### src/rtl/fp_mult_pipe.sv
// Three-stage pipelined floating-point multiplier: flush-to-zero operands,
// six rounding modes, valid/ready handshake on input and output.
module fp_mult_pipe #(
    parameter int EXP_W = 8,
    parameter int MAN_W = 23
) (
    input  logic                     clk,
    input  logic                     rst,
    input  logic                     in_valid,
    output logic                     in_ready,
    input  logic [EXP_W+MAN_W:0]     a,
    input  logic [EXP_W+MAN_W:0]     b,
    input  logic [2:0]               rnd,
    output logic                     out_valid,
    input  logic                     out_ready,
    output logic [EXP_W+MAN_W:0]     z,
    output logic [5:0]               status
);
    localparam int W  = 1 + EXP_W + MAN_W;
    localparam int P  = 2 * MAN_W + 2;
    localparam int XW = EXP_W + 2;
    localparam logic signed [XW-1:0] BIAS_X = XW'((2 ** (EXP_W - 1)) - 1);
    localparam logic signed [XW-1:0] ONE_X  = XW'(1);
    localparam logic signed [XW-1:0] ZERO_X = XW'(0);
    localparam logic signed [XW-1:0] EMAX_X = XW'((2 ** EXP_W) - 1);

    logic                    adv_s;
    logic [EXP_W-1:0]        ea_s, eb_s;
    logic [MAN_W-1:0]        ma_s, mb_s;
    logic                    za_s, zb_s, ia_s, ib_s, na_s, nb_s;
    logic [2:0]              rnd_s;

    logic                    s1_valid_q, s1_sign_q, s1_nan_q, s1_inf_q, s1_zero_q;
    logic [EXP_W-1:0]        s1_ea_q, s1_eb_q;
    logic [MAN_W-1:0]        s1_ma_q, s1_mb_q;
    logic [2:0]              s1_rnd_q;

    logic [P-1:0]            prod_d;
    logic signed [XW-1:0]    exp_d;
    logic                    s2_valid_q, s2_sign_q, s2_nan_q, s2_inf_q, s2_zero_q;
    logic [P-1:0]            s2_prod_q;
    logic signed [XW-1:0]    s2_exp_q;
    logic [2:0]              s2_rnd_q;

    logic [MAN_W-1:0]        man_n_s, man_r_s;
    logic                    guard_s, sticky_s, inc_s, carry_s, inexact_s;
    logic signed [XW-1:0]    exp_n_s, exp_r_s;
    logic                    ovf_s, unf_s, ovf_inf_s, unf_min_s;
    logic [W-1:0]            z_d;
    logic [5:0]              status_d;
    logic                    out_valid_q;
    logic [W-1:0]            z_q;
    logic [5:0]              status_q;

    // A single advance enable: every stage moves only when the output slot frees up.
    assign in_ready  = ~rst & (~out_valid_q | out_ready);
    assign adv_s     = in_ready;
    assign out_valid = out_valid_q & ~rst;
    assign z         = z_q;
    assign status    = status_q;

    assign ea_s  = a[W-2:MAN_W];
    assign eb_s  = b[W-2:MAN_W];
    assign ma_s  = a[MAN_W-1:0];
    assign mb_s  = b[MAN_W-1:0];
    assign za_s  = (ea_s == {EXP_W{1'b0}});
    assign zb_s  = (eb_s == {EXP_W{1'b0}});
    assign ia_s  = (ea_s == {EXP_W{1'b1}}) & (ma_s == {MAN_W{1'b0}});
    assign ib_s  = (eb_s == {EXP_W{1'b1}}) & (mb_s == {MAN_W{1'b0}});
    assign na_s  = (ea_s == {EXP_W{1'b1}}) & (ma_s != {MAN_W{1'b0}});
    assign nb_s  = (eb_s == {EXP_W{1'b1}}) & (mb_s != {MAN_W{1'b0}});
    assign rnd_s = (rnd > 3'd5) ? 3'd0 : rnd;

    // S1: capture operands together with their special-value classification
    always_ff @(posedge clk) begin
        if (rst) begin
            s1_valid_q <= 1'b0;
            s1_sign_q  <= 1'b0;
            s1_nan_q   <= 1'b0;
            s1_inf_q   <= 1'b0;
            s1_zero_q  <= 1'b0;
            s1_ea_q    <= {EXP_W{1'b0}};
            s1_eb_q    <= {EXP_W{1'b0}};
            s1_ma_q    <= {MAN_W{1'b0}};
            s1_mb_q    <= {MAN_W{1'b0}};
            s1_rnd_q   <= 3'd0;
        end else if (adv_s) begin
            s1_valid_q <= in_valid;
            s1_sign_q  <= a[W-1] ^ b[W-1];
            s1_nan_q   <= na_s | nb_s | (za_s & ib_s) | (ia_s & zb_s);
            s1_inf_q   <= ia_s | ib_s;
            s1_zero_q  <= za_s | zb_s;
            s1_ea_q    <= ea_s;
            s1_eb_q    <= eb_s;
            s1_ma_q    <= ma_s;
            s1_mb_q    <= mb_s;
            s1_rnd_q   <= rnd_s;
        end
    end

    assign prod_d = P'({1'b1, s1_ma_q}) * P'({1'b1, s1_mb_q});
    assign exp_d  = $signed({2'b00, s1_ea_q}) + $signed({2'b00, s1_eb_q}) - BIAS_X;

    // S2: full-width significand product and biased exponent sum
    always_ff @(posedge clk) begin
        if (rst) begin
            s2_valid_q <= 1'b0;
            s2_sign_q  <= 1'b0;
            s2_nan_q   <= 1'b0;
            s2_inf_q   <= 1'b0;
            s2_zero_q  <= 1'b0;
            s2_prod_q  <= {P{1'b0}};
            s2_exp_q   <= ZERO_X;
            s2_rnd_q   <= 3'd0;
        end else if (adv_s) begin
            s2_valid_q <= s1_valid_q;
            s2_sign_q  <= s1_sign_q;
            s2_nan_q   <= s1_nan_q;
            s2_inf_q   <= s1_inf_q;
            s2_zero_q  <= s1_zero_q;
            s2_prod_q  <= prod_d;
            s2_exp_q   <= exp_d;
            s2_rnd_q   <= s1_rnd_q;
        end
    end

    // Normalise to one leading bit, then round with guard/sticky per mode
    always_comb begin
        man_n_s  = s2_prod_q[P-3:MAN_W];
        guard_s  = s2_prod_q[MAN_W-1];
        sticky_s = |s2_prod_q[MAN_W-2:0];
        exp_n_s  = s2_exp_q;
        if (s2_prod_q[P-1]) begin
            man_n_s  = s2_prod_q[P-2:MAN_W+1];
            guard_s  = s2_prod_q[MAN_W];
            sticky_s = |s2_prod_q[MAN_W-1:0];
            exp_n_s  = s2_exp_q + ONE_X;
        end else begin
            man_n_s  = s2_prod_q[P-3:MAN_W];
            guard_s  = s2_prod_q[MAN_W-1];
            sticky_s = |s2_prod_q[MAN_W-2:0];
            exp_n_s  = s2_exp_q;
        end
        inexact_s = guard_s | sticky_s;
        case (s2_rnd_q)
            3'd0:    inc_s = guard_s & (sticky_s | man_n_s[0]);
            3'd1:    inc_s = 1'b0;
            3'd2:    inc_s = ~s2_sign_q & inexact_s;
            3'd3:    inc_s = s2_sign_q & inexact_s;
            3'd4:    inc_s = guard_s & (sticky_s | ~s2_sign_q);
            3'd5:    inc_s = inexact_s;
            default: inc_s = guard_s & (sticky_s | man_n_s[0]);
        endcase
        {carry_s, man_r_s} = {1'b0, man_n_s} + {{MAN_W{1'b0}}, inc_s};
        if (carry_s) begin
            exp_r_s = exp_n_s + ONE_X;
        end else begin
            exp_r_s = exp_n_s;
        end
        ovf_s = (exp_r_s >= EMAX_X);
        unf_s = (exp_r_s <= ZERO_X);
        case (s2_rnd_q)
            3'd1:    ovf_inf_s = 1'b0;
            3'd2:    ovf_inf_s = ~s2_sign_q;
            3'd3:    ovf_inf_s = s2_sign_q;
            default: ovf_inf_s = 1'b1;
        endcase
        case (s2_rnd_q)
            3'd2:    unf_min_s = ~s2_sign_q;
            3'd3:    unf_min_s = s2_sign_q;
            3'd5:    unf_min_s = 1'b1;
            default: unf_min_s = 1'b0;
        endcase
    end

    // Exception select: NaN beats INF beats ZERO beats overflow/underflow
    always_comb begin
        z_d      = {W{1'b0}};
        status_d = 6'b000000;
        if (s2_nan_q) begin
            z_d      = {1'b0, {EXP_W{1'b1}}, 1'b1, {(MAN_W-1){1'b0}}};
            status_d = 6'b000100;
        end else if (s2_inf_q) begin
            z_d      = {s2_sign_q, {EXP_W{1'b1}}, {MAN_W{1'b0}}};
            status_d = 6'b000010;
        end else if (s2_zero_q) begin
            z_d      = {s2_sign_q, {(W-1){1'b0}}};
            status_d = 6'b000001;
        end else if (ovf_s) begin
            if (ovf_inf_s) begin
                z_d      = {s2_sign_q, {EXP_W{1'b1}}, {MAN_W{1'b0}}};
                status_d = 6'b110010;
            end else begin
                z_d      = {s2_sign_q, {(EXP_W-1){1'b1}}, 1'b0, {MAN_W{1'b1}}};
                status_d = 6'b110000;
            end
        end else if (unf_s) begin
            if (unf_min_s) begin
                z_d      = {s2_sign_q, {(EXP_W-1){1'b0}}, 1'b1, {MAN_W{1'b0}}};
                status_d = 6'b101000;
            end else begin
                z_d      = {s2_sign_q, {(W-1){1'b0}}};
                status_d = 6'b101001;
            end
        end else begin
            z_d      = {s2_sign_q, exp_r_s[EXP_W-1:0], man_r_s};
            status_d = {inexact_s, 5'b00000};
        end
    end

    // S3: output register, only overwritten by a valid result
    always_ff @(posedge clk) begin
        if (rst) begin
            out_valid_q <= 1'b0;
            z_q         <= {W{1'b0}};
            status_q    <= 6'b000000;
        end else if (adv_s) begin
            out_valid_q <= s2_valid_q;
            if (s2_valid_q) begin
                z_q      <= z_d;
                status_q <= status_d;
            end
        end
    end
endmodule

### config.mk
export PLATFORM = sky130hd
export DESIGN_NAME = fp_mult_pipe
export DESIGN_NICKNAME = d
export VERILOG_FILES = /design/src/rtl/fp_mult_pipe.sv
export SDC_FILE = /design/constraint.sdc
export NUM_CORES = 2
export LEC_CHECK = 0
export CAP_MARGIN = 20
export CELL_PAD_IN_SITES_DETAIL_PLACEMENT = 0
export CELL_PAD_IN_SITES_GLOBAL_PLACEMENT = 1
export CORE_MARGIN = 3
export CORE_UTILIZATION = 49
export DETAILED_ROUTE_END_ITERATION = 6
export PLACE_DENSITY_LB_ADDON = 0.08
export SYNTH_ARGS = -nofsm -noshare
export SYNTH_HDL_FRONTEND = slang
export SYNTH_SLANG_ARGS = --single-unit
export TNS_END_PERCENT = 50
### constraint.sdc
create_clock -name clk -period 8.7 [get_ports clk]
set_clock_uncertainty 0.05 [all_clocks]
set_input_delay 1.74 -clock clk [delete_from_list [all_inputs] [get_ports clk]]
set_output_delay 1.74 -clock clk [all_outputs]
set_load 0.02 [all_outputs]
==> impl_metrics.ini <==
[outcome]
status = finished with violations
violations = DRC

[setup_path]
critical_path.cell_chain = clkinvlp_4, nor2_1, fa_1, fa_1, inv_1, fa_1, fa_1, inv_1, fa_1, fa_1, inv_1, fa_1, inv_1, ha_1, or3_1, a211o_1, a31o_2, a221oi_1, buf_4, o21ai_0, a41oi_1, o21ai_0, xnor2_1, a211oi_1
critPathLaunchType = register
cp.required_ns = 9.05
arrival_ns = 8.68
critPathBufInv = 6
critical_path_class = register to register
rrSetupSlack_ns = 0.38
cp_common_cell = fa_1
crit_family = adder cells
end_kind = register
cp_slowest_stage_delay_ns = 0.88
path_max_fanout = 17
critPathSlowestCell = dfxtp_1

[power_and_ir_drop]
intPower_mw = 2.88
p_sw_share_pct = 49.5
seq_power_share_pct = 19.1
combPwrFrac_pct = 65.9
peakVddDrop_mv = 0.187
p_per_area_nw_per_um2 = 193
power.switching_mw = 2.82
pwr-share-clk_pct = 15.0
p_leak_nw = 14.0

[die]
die_x_um = 241
core_um2 = 54200
die_y_um = 241
die_area_um2 = 58000
fp-row-count = 85
start_util_pct = 49.9
ios = 111

[routing]
first_pass_iters = 7
postRouteAntennaNets = 0
finalWirelength_um = 79700
vias = 21700
wl_per_cell_um = 20.2
routed_via_density = 5.48
drc = 1
first_iter_violations = 1477

[cells_and_area]
fillers = 5186
stdcell_count = 3948
final_layout_size_suffix_gt1_share_pct = 4.25
postLayoutCellArea_um2 = 29500
area_delta_synth_final_pct = 8.91
nets = 3984

[yosys]
syn-instance-count = 3219
synth_fp_nets = 3966
yosysMostFrequentCell = inv_1
async_reset_ff_share_pct = 0
synth.avg_cell_area_um2 = 8.40
synth_top_cell_by_area = fa_1
ys_ff_latch = 175
synth.top_cells.by_count = inv_1 (604), nand2_1 (567), fa_1 (483), and2_1 (242), a21oi_1 (204)
synthTopCellsByArea = fa_1 (36%), dfxtp_1 (13%), ha_1 (8.9%)
synth_edf_count = 0
yosys.cell_types.count = 72
synth_top_area_share_pct = 35.8
ys.warnings.count = 0
syn-cell-area_um2 = 27000
ys.flop_type = dfxtp_1
ys_seq_area_share_pct = 13.0

[global_route]
grt_pass1_wl_um = 128000
grtUsageTotal_pct = 28.8
grt_overflow = 0
grt_pass1_vias = 22500
antenna_found_initial = 4
grt_max_degree = 83

[worst_hold_path]
min_path_type = register to register

[clocking]
cts_tree = yes
path_clk_slew_ns = 0.09
clk_latency_ns = 0.49
cts_root_buf = clkbuf_16
postCtsSetupRepairBufs = 0
clockBufferDepth = 2
htree_levels = 4
clock_sinks = 175
cts_buffers = 17

[timing]
finalHoldViolations = 0
slew_headroom_pct = 20.3
worst_pin_slew_ns = 1.19
fin_crit_ns = 8.32
period_share_pct = 95.7
finalSetupTns_ns = 0
hold_ws_ns = 0.407
setup_viol = 0
achievable-frequency_mhz = 120
slew_violations = 0
rsz0062_at_grt = false

[placed_design]
gp_congestion = 0.890
postPlaceCellArea_um2 = 28800
dp_hpwl_um = 62500
port_buffers = 110
placed_cells = 3913

[run]
drv_cap = 0
## tightest hold or removal path, cell delays in order (launching register included)
cell     delay, ns
dfxtp_1       0.32
nand2_1       0.05
a21oi_1       0.05
## layout by cell type, fill, tap and decap left out, drive strengths merged, types with 11 or more instances in the layout
master and n:
a211oi 26, a21o 18, a21oi 204, a31oi 13
and2 242, and3 18, buf 60, clkbuf 17
clkdlybuf4s50 109, clkinv 13, dfxtp 175, fa 483
ha 193, inv 610, nand2 567, nand2b 11
nand3 25, nand4 24, nor2 117, nor2b 14
nor3 19, nor4 29, o21ai 55, xnor2 47
xor2 20
## metal layers
| metal | share of wire (%) | GRT usage [%] | vias up |
|---|---|---|---|
| li1 | - | - | 9962 |
| met1 | 46 | 42.7 | 10900 |
| met2 | 45 | 44.9 | 694 |
| met3 | 7.0 | 4.79 | 80 |
| met4 | 1.6 | 5.79 | 8 |
| met5 | 0.064 | 0 | - |
## logic make-up after synthesis
logic type / count (synthesis) / share of synthesized area [%]
adders and majority gates: 676 / 44.7
xor gates and xnor gates: 68 / 2.25
DFF: 175 / 13.0
buffers and inverters: 780 / 11.0
AOI/OAI and AO/OA: 407 / 9.45
muxes: 19 / 0.745
and+or+nand+nor: 1094 / 18.9
## worst paths after layout
check                   start  depth (start not counted)            end
setup reg to reg   s1_mb_q[0]                         24  s2_prod_q[41]
setup / recovery   s1_mb_q[0]                         24  s2_prod_q[41]
hold / removal    s1_rnd_q[0]                          2    s1_rnd_q[0]
hold reg to reg   s1_rnd_q[0]                          2    s1_rnd_q[0]
## sequential cells by signal (all words and copies together) (netlist names)
name and flops:
s1_nan_q 1, s1_eb_q 8, s2_sign_q 1, s2_inf_q 1, s1_ea_q 8, out_valid_q 1
status 6, s1_ma_q 23, s1_zero_q 1, z 32, s2_valid_q 1, s1_inf_q 1
s2_nan_q 1, s2_exp_q 10, s1_sign_q 1, s1_valid_q 1, s2_prod_q 48, s1_rnd_q 3
s1_mb_q 23, s2_zero_q 1, s2_rnd_q 3
## power groups by stage
stage | combinational (mW) | sequential [mW] | clock, mW
floorplan | 2.68 | 1.01 | 0
global placement | 3.65 | 1.10 | 0
detailed placement | 3.67 | 1.10 | 0
CTS | 3.73 | 1.09 | 0.872
global route | 4.23 | 1.11 | 0.897
finish | 3.75 | 1.09 | 0.851
## final cells by class
cell class                 instances  area (um2)  share of cell area, %
clock inverter                    15         208                  0.705
timing repair buffer             169        1560                   5.28
multi-input combinational       2264       20600                   69.9
sequential                       175        3500                   11.9
clock buffer                      17         425                   1.44
tap                              696         871                   2.96
inverter                         610        2290                   7.79
antenna                            2        5.00                 0.0170
## per-stage QoR
stage / utilization (%) / power (mW) / worst slack (ns)
after floorplan: - / 3.69 / 1.50
after global placement: 53.1 / 4.75 / 0.486
after detailed placement: 53.1 / 4.77 / 0.324
after CTS: 54.3 / 5.69 / 0.312
after global routing: 54.3 / 6.23 / 0.0202
final: 54.3 / 5.69 / 0.378
## timing repair
item	CTS	global route
hold buffers	0	0
resized for setup	0	1
setup endpoints to repair	0	1
No activity file was read; power rests on OpenSTA's default activity.
